$ cat src/rtl/tlc_light_slave.sv
// -----------------------------------------------------------------------------
// tlc_light_slave
// Light-sequencing end of the traffic-light controller handshake. Follows the
// master's direction request and walks the lamps through
// green -> yellow -> all-red -> green, telling the master via `ok` when the
// current green has served its minimum time.
//
// Ports:
//   clk       in   system clock, rising edge
//   rst       in   asynchronous reset, active low
//   dir[1:0]  in   requested direction: 00 NS, 01 EW, 10 LT, 11 invalid
//   ok        out  minimum green done, master may change dir
//   light_ns  out  NS lamps {red,yellow,green}, one-hot
//   light_ew  out  EW lamps {red,yellow,green}, one-hot
//   light_lt  out  left-turn lamps {red,yellow,green}, one-hot
//   ped_req   in   pedestrian request (TLC_PED_EN builds only)
//   walk      out  walk lamp, high during the walk extension (TLC_PED_EN only)
//
// Build option: define TLC_PED_EN to add the pedestrian walk extension of
// the all-red phase. Without it ALLRED always lasts exactly RED_CYC cycles.
// -----------------------------------------------------------------------------
module tlc_light_slave #(
  parameter int TWIDTH    = 4,
  parameter int GREEN_MIN = 4,
  parameter int YEL_CYC   = 3,
  parameter int RED_CYC   = 2,
  parameter int PED_CYC   = 6
) (
  input  logic       clk,
  input  logic       rst,
  input  logic [1:0] dir,
`ifdef TLC_PED_EN
  input  logic       ped_req,
  output logic       walk,
`endif
  output logic       ok,
  output logic [2:0] light_ns,
  output logic [2:0] light_ew,
  output logic [2:0] light_lt
);

  localparam int CNT_MAX = (1 << TWIDTH) - 1;

  // Reject durations that cannot be loaded into the phase counter.
  if (GREEN_MIN < 1 || GREEN_MIN > CNT_MAX || YEL_CYC < 1 || YEL_CYC > CNT_MAX ||
      RED_CYC < 1 || RED_CYC > CNT_MAX || PED_CYC < 1 || PED_CYC > CNT_MAX) begin : g_bad_param
    $error("tlc_light_slave: phase duration out of range for TWIDTH");
  end

  localparam logic [TWIDTH-1:0] GREEN_LD = TWIDTH'(GREEN_MIN - 1);
  localparam logic [TWIDTH-1:0] YEL_LD   = TWIDTH'(YEL_CYC - 1);
  localparam logic [TWIDTH-1:0] RED_LD   = TWIDTH'(RED_CYC - 1);
`ifdef TLC_PED_EN
  localparam logic [TWIDTH-1:0] PED_LD   = TWIDTH'(PED_CYC - 1);
`endif

  localparam logic [1:0] DIR_NS  = 2'b00;
  localparam logic [1:0] DIR_EW  = 2'b01;
  localparam logic [1:0] DIR_LT  = 2'b10;
  localparam logic [1:0] DIR_BAD = 2'b11;

  localparam logic [2:0] LAMP_R = 3'b100;
  localparam logic [2:0] LAMP_Y = 3'b010;
  localparam logic [2:0] LAMP_G = 3'b001;

`ifdef TLC_PED_EN
  typedef enum logic [1:0] {
    ST_GREEN  = 2'b00,
    ST_YELLOW = 2'b01,
    ST_ALLRED = 2'b10,
    ST_WALK   = 2'b11
  } state_t;
`else
  typedef enum logic [1:0] {
    ST_GREEN  = 2'b00,
    ST_YELLOW = 2'b01,
    ST_ALLRED = 2'b10
  } state_t;
`endif

  state_t            state_r, state_s;
  logic [TWIDTH-1:0] cnt_r, cnt_s;
  logic [1:0]        cur_r, cur_s;
`ifdef TLC_PED_EN
  logic              pend_r, pend_s;
  logic              walk_entry_s;
`endif

  // Lamp pattern {ns,ew,lt} for a given phase and right-of-way holder.
  function automatic logic [8:0] lamps(input state_t st, input logic [1:0] c);
    logic [2:0] on_v;
    logic [8:0] res_v;
    case (st)
      ST_GREEN:  on_v = LAMP_G;
      ST_YELLOW: on_v = LAMP_Y;
      default:   on_v = LAMP_R;
    endcase
    res_v = {LAMP_R, LAMP_R, LAMP_R};
    case (c)
      DIR_NS:  res_v[8:6] = on_v;
      DIR_EW:  res_v[5:3] = on_v;
      DIR_LT:  res_v[2:0] = on_v;
      default: res_v = {LAMP_R, LAMP_R, LAMP_R};
    endcase
    return res_v;
  endfunction

  // Next-state, counter and right-of-way computation.
  always_comb begin
    state_s = state_r;
    cur_s   = cur_r;
    if (cnt_r != '0) begin
      cnt_s = cnt_r - TWIDTH'(1);
    end else begin
      cnt_s = cnt_r;
    end
`ifdef TLC_PED_EN
    walk_entry_s = 1'b0;
`endif
    case (state_r)
      ST_GREEN: begin
        if ((cnt_r == '0) && (dir != DIR_BAD) && (dir != cur_r)) begin
          state_s = ST_YELLOW;
          cnt_s   = YEL_LD;
        end else begin
          state_s = ST_GREEN;
        end
      end
      ST_YELLOW: begin
        // dir is deliberately ignored: a started change cannot be cancelled.
        if (cnt_r == '0) begin
          state_s = ST_ALLRED;
          cnt_s   = RED_LD;
        end else begin
          state_s = ST_YELLOW;
        end
      end
      ST_ALLRED: begin
        if (cnt_r == '0) begin
`ifdef TLC_PED_EN
          if (pend_r) begin
            state_s      = ST_WALK;
            cnt_s        = PED_LD;
            walk_entry_s = 1'b1;
          end else begin
            state_s = ST_GREEN;
            cnt_s   = GREEN_LD;
            cur_s   = (dir == DIR_BAD) ? DIR_NS : dir;
          end
`else
          state_s = ST_GREEN;
          cnt_s   = GREEN_LD;
          cur_s   = (dir == DIR_BAD) ? DIR_NS : dir;
`endif
        end else begin
          state_s = ST_ALLRED;
        end
      end
`ifdef TLC_PED_EN
      ST_WALK: begin
        if (cnt_r == '0) begin
          state_s = ST_GREEN;
          cnt_s   = GREEN_LD;
          cur_s   = (dir == DIR_BAD) ? DIR_NS : dir;
        end else begin
          state_s = ST_WALK;
        end
      end
`endif
      default: begin
        state_s = ST_GREEN;
        cnt_s   = GREEN_LD;
        cur_s   = DIR_NS;
      end
    endcase
`ifdef TLC_PED_EN
    // A request in the same cycle as walk entry survives for the next sequence.
    pend_s = (pend_r && !walk_entry_s) || ped_req;
`endif
  end

  // Phase registers plus outputs registered from the next-state decode, so the
  // outputs always reflect the current registers with no path from dir.
  always_ff @(posedge clk or negedge rst) begin
    if (!rst) begin
      state_r  <= ST_GREEN;
      cnt_r    <= GREEN_LD;
      cur_r    <= DIR_NS;
      ok       <= 1'b0;
      light_ns <= LAMP_G;
      light_ew <= LAMP_R;
      light_lt <= LAMP_R;
`ifdef TLC_PED_EN
      pend_r   <= 1'b0;
      walk     <= 1'b0;
`endif
    end else begin
      state_r  <= state_s;
      cnt_r    <= cnt_s;
      cur_r    <= cur_s;
      ok       <= (state_s == ST_GREEN) && (cnt_s == '0);
      {light_ns, light_ew, light_lt} <= lamps(state_s, cur_s);
`ifdef TLC_PED_EN
      pend_r   <= pend_s;
      walk     <= (state_s == ST_WALK);
`endif
    end
  end

endmodule

$ cat config.mk
export PLATFORM = sky130hd
export DESIGN_NAME = tlc_light_slave
export DESIGN_NICKNAME = d
export VERILOG_FILES = /design/src/rtl/tlc_light_slave.sv
export SDC_FILE = /design/constraint.sdc
export NUM_CORES = 1
export LEC_CHECK = 0
export CAP_MARGIN = 20
export CORE_MARGIN = 1.5
export CORE_UTILIZATION = 45
export DETAILED_ROUTE_END_ITERATION = 6
export PLACE_DENSITY = 0.73
export SLEW_MARGIN = 15
export SYNTH_ARGS = -nofsm -noshare
export SYNTH_HDL_FRONTEND = slang
export SYNTH_SLANG_ARGS = --single-unit
$ cat constraint.sdc
create_clock -name clk -period 2.2 [get_ports clk]
set_clock_uncertainty 0.2 [all_clocks]
set_input_delay 0.66 -clock clk [delete_from_list [all_inputs] [get_ports clk]]
set_output_delay 0.66 -clock clk [all_outputs]
set_load 0.1 [all_outputs]
# Word level (Yosys, flattened, before mapping)
# Index checks and enable logic that the tools add are counted.
[classes] add_sub_neg=1 n_reduce_logical=10 mux=16 n_eq_ne=8
[ops] operator="$mux W4" count=4
[ops] operator="$pmux W4 S3" count=1
[ops] operator="$mux W3" count=3
[ops] operator="$logic_not A4 Y1" count=2
[ops] operator="$mux W2" count=4
[ops] operator="$eq A2 B1 Y1 const B" count=3
[ops] operator="$eq A2 B2 Y1 const B" count=3
[ops] operator="$logic_not A2 Y1" count=3
[ops] operator="$pmux W2 S3" count=1
[ops] operator="$pmux W3 S2" count=1
[ops] operator="$pmux W2 S2" count=1
[ops] operator="$reduce_bool A4 Y1" count=1
[ops] operator="$sub A4 B1 Y4 const B" count=1
[ops] operator="$logic_and A1 B1 Y1" count=3
[ops] operator="$ne A2 B2 Y1" count=1
[ops] operator="$ne A2 B2 Y1 const B" count=1
[ops] operator="$reduce_or A2 Y1" count=1
[ops] operator="$mux W1" count=1
[totals] ff_bits=18 out_inout_bits=10

# Logic depth before layout (Yosys ltp)
# Gate-level depths: netlist (run 1).
[depth] depth_word=8 depth_mapped=9 depth_no_buf=8

# Worst setup path before layout (run 1)
# Ideal clock, no wire load.
[synth_path] kind="reg-to-reg" from="reg cnt_r[0]" to="reg ok" stages_incl_launch_ff=9 setup_ps=96 arrival_ps=1807 setup_slack_ps=97 path_buffers=1 period_less_slack_ps=2103 path_cell_list="dfstp_2 > inv_1 > ha_1 > or3b_1 > buf_6 > ha_1 > o31ai_1 > nand2_1 > nor4_2"
[synth_via] elab_chain_cells=7 elab_cells_between_ends=17 cone_classes="add/sub: 1; mux: 9; reduce/logical: 7"
[synth_lines] item="start: declaration" line_no="82" rtl="logic [TWIDTH-1:0] cnt_r, cnt_s;"
[synth_lines] item="start signal: assignment" line_no="199" rtl="cnt_r <= cnt_s;"
[synth_lines] item="branches (longest 6 deep; another with $sub A4 B1 Y4)"
[synth_lines] item="$logic_and A1 B1 Y1 *" line_no="201" rtl="ok <= (state_s == ST_GREEN) && (cnt_s == '0);"
[synth_lines] item="end signal: assignment" line_no="201"
[synth_lines] item="end: declaration" line_no="36" rtl="output logic ok,"
# Mark *: on every way between the ends.

# Worst setup path after layout (run 1)
[layout_path] from="reg cnt_r[0]" to="reg light_lt[0]"
[layout_via] elab_cells_between_ends=14 cone_classes="eq/ne: 2; mux: 8; reduce/logical: 4"
[layout_lines] item="$logic_not A4 Y1" line_no="139" rtl="if (cnt_r == '0) begin"
[layout_lines] item="$mux W2" line_no="139"
[layout_lines] item="$pmux W2 S2" line_no="120" rtl="case (state_r)"
[layout_lines] item="named net cur_s[0]" line_no="83" rtl="logic [1:0] cur_r, cur_s;"
[layout_lines] item="$eq A2 B2 Y1" line_no="99" rtl="case (c)"
[layout_lines] item="$mux W3" line_no="99"
[layout_lines] item="end signal: assignment" line_no="202" rtl="{light_ns, light_ew, light_lt} <= lamps(state_s, cur_s);"
[layout_lines] item="end: declaration" line_no="39" rtl="output logic [2:0] light_lt"
# The timed path passes the listed nets, and every way through them passes these cells.

==> summary by stage, run 1 <==
Detailed routing
Summed over all layers, the routed wires come to 1990 µm. In this run the remaining antenna-violating nets after routing total 0. After detailed routing, the number of vias per cell comes to 5.14. The detailed router placed 678 vias in this run.

The DRC violation total after the first TritonRoute iteration is 20. The number of iterations in the first detailed-routing pass is 4. The final routed wire length divided by cell count is 15.1 µm.

After detailed routing, the number of remaining DRC violations is 0.

Final layout
Summing all multi-input logic gate instances after layout gives 415 µm². The area taken by flip-flops and latches is 457 µm². The final core utilization is 0.764.

The share of layout cells above drive strength 1 is 0.495. The layout has 109 filler cells. Excluding fillers, the count of instances in the completed layout stands at 132. The final standard cell area without fillers is 1320 µm². The number of antenna diodes is 0. The net count reported at finish is 114. The area added between synthesis and finish is 59.8%.

Timing
The final number of max-transition violations is 0. The hold slack is 479 ps. Setup slack on the critical path of the routed design comes to -2.48 ps.

Setup repair after global routing could not meet its margin everywhere. The final number of hold-violating endpoints is 0. The fmax is 454 MHz. After layout, the minimum clock period comes to 2200 ps. The post-route fraction of the period consumed by the critical path is 1.00. For the pin with the worst max-slew slack, the measured transition is 463 ps.

The worst relative slew slack is 0.692. The final setup TNS is -2.49 ps. Setup violations remaining at the end of the flow were counted as 2.

Synthesis
For this run, asynchronously set or reset flops after synthesis account for 1.00. The share of synthesized area occupied by flip-flops and latches is 0.553. The largest total area in the synthesized netlist belongs to sky130_fd_sc_hd__dfrtp_1.

Counting instances in the post-synthesis netlist gives the leading cell types as sky130_fd_sc_hd__dfrtp_1, sky130_fd_sc_hd__inv_1, sky130_fd_sc_hd__nor2_1, sky130_fd_sc_hd__nand2b_1. The number of warnings issued by yosys is 0. After technology mapping, the gate count stands at 79. The number of library cell types mapped by synthesis is 29. Summing every instance area after synthesis gives 826 µm². A synthesized cell averages 10.5 µm².

The number of nets produced by synthesis is 85. By area the synthesized netlist is led by sky130_fd_sc_hd__dfrtp_1, sky130_fd_sc_hd__dfstp_2, sky130_fd_sc_hd__nand2b_1. By instance count, the leading cell after synthesis is sky130_fd_sc_hd__dfrtp_1. The area share of the largest cell type after synthesis is 0.394. Counting flops and latches in the post-synthesis netlist gives 18.

The number of enable flip-flop cells after synthesis is 0. The most common flop cell mapped by yosys is sky130_fd_sc_hd__dfrtp_1.

Worst hold path
The min-delay analysis places its worst path in the category in -> async.

Global route
The total routing resource utilization after global routing is 0.202. Summed over all layers, the global routing overflow is 0. The global-route wire length before repair is 2900 µm. The number of global-route vias before repair is 627. Entering global routing, the biggest net connects 19 pins. The initial antenna violation count is 0.

Floorplan
The floorplan die area is 2100 µm². The die is 45.8 µm tall. The floorplan die width is 45.8 µm.

The number of placed I/O pins is 14. The floorplan row count is 15. The initial utilization of the core area, before any placement, comes to 0.478. The area of the placeable core is 1730 µm².

Pwr
The leakage power of the design is 0.000615 µW. In this run the power density over the cells is 1610 nW/µm². The worst-case IR drop observed on VDD is 1.04 mV.

Worst setup path
The startpoint identified for the worst register-to-register timing path is cnt_r[0]. The worst setup path is of the reg -> reg kind. The most critical setup path has its startpoint at cnt_r[0].

The worst path required time is 2230 ps. In this run the critical register-to-register path is captured at light_lt[0]. The type of destination of the critical path is a flip-flop. Counting cells, the worst reg-to-reg path comes to 8.

In this run the worst path has a maximum fanout of 5. The reg2reg setup slack is -2 ps. Following the worst setup path forward leads to its endpoint at light_lt[0]. The critical path arrival is 2230 ps. The element type at the critical path start is a flip-flop.

Clock network
The insertion delay to the later sink of the worst-skew pair is 290 ps. CTS built an H-tree with a depth of 1. The total number of clock tree sinks is 18. Buffers inserted during clock tree synthesis total 3.

After clock tree synthesis, the clock-pin slew on the worst setup and hold paths is 100 ps. The cell at the root of the clock tree is sky130_fd_sc_hd__clkbuf_4. The longest clock path from root to sink contains 2 buffers. The CTS tree is done.

Outcome
The checks that failed: negative setup slack. The flow ran to the end, but the final reports show violations.

Place
The post-DP HPWL is 1270 µm. The number of placed instances with taps included is 124. At the end of routability-driven placement, the weighted congestion stood at 0.759. The placed cell area is 1140 µm². The number of buffer cells added on primary ports is 13.

Job
The max-capacitance violation count is 0.
routing by layer:
| metal | wire [µm] | vias to the layer above | global-route usage |
|---|---|---|---|
| met2 | 1060 | 15 | 0.321 |
| met4 | 23 | 0 | 0.0857 |
| met5 | 0 | - | 0 |
| li1 | - | 328 | - |
| met3 | 32 | 2 | 0.0357 |
| met1 | 870 | 333 | 0.270 |
cell usage in the layout, fill, tap and decap left out, types with 2 or more instances in the layout:
cell type | Yosys | layout
sky130_fd_sc_hd__dfrtp_1 | 13 | 13
sky130_fd_sc_hd__buf_4 | 0 | 11
sky130_fd_sc_hd__buf_12 | 0 | 10
sky130_fd_sc_hd__inv_1 | 9 | 6
sky130_fd_sc_hd__nand2_1 | 5 | 5
sky130_fd_sc_hd__nand2b_1 | 6 | 5
sky130_fd_sc_hd__a21oi_1 | 5 | 5
sky130_fd_sc_hd__nor2_1 | 7 | 5
sky130_fd_sc_hd__dfstp_2 | 5 | 5
sky130_fd_sc_hd__inv_2 | 0 | 3
sky130_fd_sc_hd__clkbuf_4 | 0 | 3
sky130_fd_sc_hd__clkdlybuf4s50_1 | 0 | 3
sky130_fd_sc_hd__buf_6 | 1 | 3
sky130_fd_sc_hd__o22ai_2 | 0 | 2
sky130_fd_sc_hd__or3_1 | 2 | 2
sky130_fd_sc_hd__nor3_2 | 0 | 2
sky130_fd_sc_hd__ha_4 | 0 | 2
registers in the layout, indices dropped and copies added, names as in the netlist:
signal,count
state_r,2
light_ns,3
light_lt,3
cur_r,2
ok,1
cnt_r,4
light_ew,3
final cells by class:
class	count	area share
clock buffers	4	0.0275
inverters	9	0.0256
multi-input cells	49	0.315
flip-flops and latches	18	0.346
well taps	25	0.0237
repair buffers	27	0.263
report_power, final:
part / leakage, µW / switching, µW / internal [µW]
clock network: 0.0000210 / 99.0 / 101
registers: 0.000215 / 118 / 463
logic: 0.000380 / 746 / 601
how the worst min path moves through the flow:
stage	startpoint	end	slack, ps
floorplan	rst	cnt_r[2]	160
global placement	cnt_r[3]	cnt_r[3]	440
detailed placement	cnt_r[3]	cnt_r[3]	450
CTS	cur_r[1]	cur_r[1]	450
global route	rst	cnt_r[2]	500
finish	rst	light_lt[0]	480
cell families (layout without fill, tap and decap cells):
logic type,Yosys count,count (layout),share of synthesized area
compound gates,15,15,0.123
simple gates,30,30,0.206
flops,18,18,0.553
xor+xnor,1,1,0.0106
buf+inv,12,40,0.0636
mux,1,1,0.0136
fa+ha+maj,2,2,0.0303
worst max-delay path, stage by stage, from the launching register on:
cell	delay [ps]
sky130_fd_sc_hd__dfstp_2	580
sky130_fd_sc_hd__inv_2	50
sky130_fd_sc_hd__ha_4	150
sky130_fd_sc_hd__and4bb_2	240
sky130_fd_sc_hd__a32oi_1	240
sky130_fd_sc_hd__o22ai_2	180
sky130_fd_sc_hd__nand2b_1	230
sky130_fd_sc_hd__buf_4	150
sky130_fd_sc_hd__nor2_1	100
through the flow:
step | setup WS (ps) | power [µW]
finish | -2.48 | 2130
global route | -102 | 2260
CTS | 7.47 | 1840
detailed placement | -203 | 1620
global placement | -163 | 1590
floorplan | 97.4 | 1240
timing repair:
action / in CTS / in global routing
buffers inserted: 0 / 4
resized for setup: 2 / 21
hold buffers: 0 / 0
setup endpoints to repair: 6 / 8
pin swaps: 0 / 8
Power figures use the tool's default switching activity.
==> run 2, diff against run 1 <==
--- a/config.mk
+++ b/config.mk
@@ -8,6 +8,7 @@
 export CAP_MARGIN = 20
 export CORE_MARGIN = 1.5
 export CORE_UTILIZATION = 45
+export CTS_CLUSTER_SIZE = 20
 export DETAILED_ROUTE_END_ITERATION = 6
 export PLACE_DENSITY = 0.73
 export SLEW_MARGIN = 15
==> results of run 2 <==
No change in the layout: final DEF, timing and power equal those of run 1.
==> run 3, diff against run 2 <==
==> constraint.sdc (replaced) <==
create_clock -name clk -period 2.2 [get_ports clk]
set_clock_uncertainty 0.2 [all_clocks]
set_input_delay 0.44 -clock clk [delete_from_list [all_inputs] [get_ports clk]]
set_output_delay 0.44 -clock clk [all_outputs]
set_load 0.1 [all_outputs]
==> run 3 against run 2 <==
The run now ends clean. Cell area decreased by 11%. Via count decreased by 3.8%. Flip-flop and latch count unchanged. Critical path depth decreased by 2. Combinational power decreased by 14%. Worst hold slack got worse by 220 ps. Global-route usage decreased by 0.69 points. Clock power about the same. Die area unchanged. Sequential share of layout area increased by 4.4 points. Sequential power decreased by 3%. Utilization decreased by 8.6 points.
==> summary by stage, run 3 (synthesized netlist as in run 1, its figures left out) <==
Place
The setup slack at placement is -101 ps (+102 ps). The global placement routability congestion came to 0.774 (+2.0%). The post-DP HPWL is 1200 µm (-5.2%). The number of buffer cells added on primary ports is 13 (unchanged). The placed cell area is 1050 µm² (-8.3%).

Detailed routing
The residual DRC count is 0 (unchanged). The detailed-route wire length is 1720 µm (-13%). The number of iterations in the first detailed-routing pass is 4 (unchanged).

The DRC violation total after the first TritonRoute iteration was 23 (+15%). The per-cell via count in the routed design is 5.09 (-0.83%). The via total after detailed routing came to 652 (-3.8%). The number of nets with antenna violations after routing is 0 (unchanged). The final routed wire length divided by cell count is 13.5 µm (-11%).

Timing
The final number of max-transition violations is 0 (unchanged). The post-route worst setup slack is 65.7 ps (+68.1 ps). Setup repair after global routing left no endpoint under its margin.

The fmax was 469 MHz (+3.2%). The worst relative slew slack is 0.664 (-0.0275). The final number of hold-violating endpoints is 0 (unchanged). The final critical delay including setup and external delays is 2130 ps (-68.1 ps).

The final setup TNS is 0 ps (+2.49 ps). The total setup violations reported at the end of the flow is 0 (-2). The actual slew at the worst max-slew pin is 504 ps (+41.3 ps). The post-route fraction of the period consumed by the critical path is 0.970 (-0.0310).

Clock network
The clock-pin slew of the registers on the worst-case setup and hold paths is 100 ps (about the same). The number of levels the H-tree was split into is 1 (unchanged). The hold-fix buffer count after cts is 0 (unchanged).

The buffer depth of the longest clock path is 2 (unchanged). TritonCTS built the clock tree. The CTS buffer count is 3 (unchanged). The cell at the root of the clock tree is sky130_fd_sc_hd__clkbuf_4. The total number of clock tree sinks is 18 (unchanged). The count of buffers added by post-CTS timing repair for setup was 0 (unchanged).

The insertion delay to the later sink of the worst-skew pair came to 290 ps (about the same).

Floorplan
The number of placed I/O pins is 14 (unchanged). The floorplan die area was 2100 µm² (unchanged). The floorplan row count is 15 (unchanged). The floorplan die width was 45.8 µm (unchanged). The starting density of the core is 0.478 (unchanged). The area of the placeable core is 1730 µm² (unchanged).

The vertical die dimension is 45.8 µm (unchanged).

Final layout
The final core utilization was 0.679 (-0.0855). The net count reported at finish is 110 (-3.5%). The filler cell count in the final layout came to 137 (+26%). The number of flip-flops in the largest register is 4 (unchanged). The share of layout cells above drive strength 1 is 0.417 (-0.0779). The final standard cell area without fillers is 1170 µm² (-11%). The register with the highest flop count is cnt_r. In the layout the commonest cells are sky130_fd_sc_hd__buf_4, sky130_fd_sc_hd__dfrtp_1, sky130_fd_sc_hd__inv_1. The area added between synthesis and finish is 42.0%. The most common library cell in the layout ignoring fill and taps is sky130_fd_sc_hd__buf_4.

The number of antenna diodes came to 0 (unchanged).

Global route
The global route total overflow is 0 (unchanged). The number of global-route vias before repair was 673 (+7.3%). The met2 usage in global routing is 0.296 (-0.0254).

The initial antenna violation count is 0 (unchanged). The met1 capacity usage during global routing came to 0.257 (-0.0132). In this run the most used layer during global routing was met2.

The total routing resource utilization after global routing came to 0.195 (-0.00694). The pin count of the biggest net entering global routing is 19 (unchanged). The global-route wire length before repair was 2840 µm (-1.9%). The met3 usage is 0.0357 (unchanged).

Worst setup path
STA classifies the critical path startpoint as a flip-flop. The critical path arrival came to 2110 ps (-120 ps). The cell depth of the worst flop-to-flop path is 6 (-2). The biggest fanout along the worst timing path is 6 (+1).

The worst register-to-register path ends at light_ns[2]. The launch instance of the worst register-to-register path is cnt_r[1]. The worst setup path is of the reg -> reg kind. The worst path required time was 2170 ps (-60 ps). STA classifies the critical path endpoint as a flip-flop. The critical path startpoint is cnt_r[1]. In this run the worst setup path terminates at light_ns[2]. The reg2reg setup slack is 70 ps (+70 ps).

Job
The max-capacitance violation count is 0 (unchanged).

Outcome
The run finished with clean final reports.

Pwr
The peak ir drop on the vdd network is 1.05 mV (+0.97%). The leakage power of the design is 0.000567 µW (-7.9%). The ratio of total power to cell area is 1640 nW/µm² (+1.8%).

The total power is 1920 µW (-9.6%).

Worst hold path
The kind of path behind the tightest hold check is in -> async.
-- run 3: cell types whose count changed in the layout (fill, tap and decap cells not counted), sizes merged --
cell / change
buf: -5
or3b: +1
-- run 3: how the worst min path moves through the flow --
stage | slack, ps | cells past startpoint | end
floorplan | -60 | 0 | cnt_r[2]
global route | 280 | 2 | cnt_r[2]
CTS | 260 | 2 | cnt_r[2]
finish | 260 | 2 | cnt_r[3]
detailed placement | 450 | 2 | cnt_r[2]
global placement | 430 | 2 | cnt_r[2]
-- run 3: metal layers --
| metal | vias up | routed length, µm |
|---|---|---|
| li1 | 321 | - |
| met2 | 13 | 822 |
| met3 | 5 | 76 |
| met4 | 0 | 40 |
| met5 | - | 0 |
| met1 | 313 | 783 |
-- run 3: per-stage QoR --
step | hold WS, ps | instances
after floorplan | -55.6 | 79
after global placement | 428 | 123
after detailed placement | 447 | 123
after CTS | 264 | 128
after global routing | 285 | 128
final | 263 | 128
-- run 3: worst max-delay path, cell delays in order (launching register included) --
cell and delay, ps:
sky130_fd_sc_hd__dfstp_2 550, sky130_fd_sc_hd__inv_1 60, sky130_fd_sc_hd__ha_4 170, sky130_fd_sc_hd__and4bb_2 250
sky130_fd_sc_hd__a32oi_4 260, sky130_fd_sc_hd__o22ai_4 130, sky130_fd_sc_hd__or3_1 390
-- run 3: power breakdown --
part	switching, µW	total, µW	internal, µW	leakage [µW]
Clock	97.9	199	101	0.0000210
Combinational	685	1160	477	0.000331
Sequential	102	563	461	0.000215
-- run 3: repair_timing --
action / in CTS / in global routing
cloned: 1 / 0
hold endpoints to repair: 0 / 0
resized for setup: 5 / 9
setup endpoints to repair: 6 / 9
pin swaps: 3 / 2
-- run 3: area by class of cell --
type / count / area, µm² / share of cell area
clock buffer: 4 / 36.3 / 0.0309
inverter: 9 / 33.8 / 0.0288
multi-input combinational: 50 / 404 / 0.345
sequential: 18 / 457 / 0.390
tap: 25 / 31.3 / 0.0267
timing repair buffer: 22 / 210 / 0.179
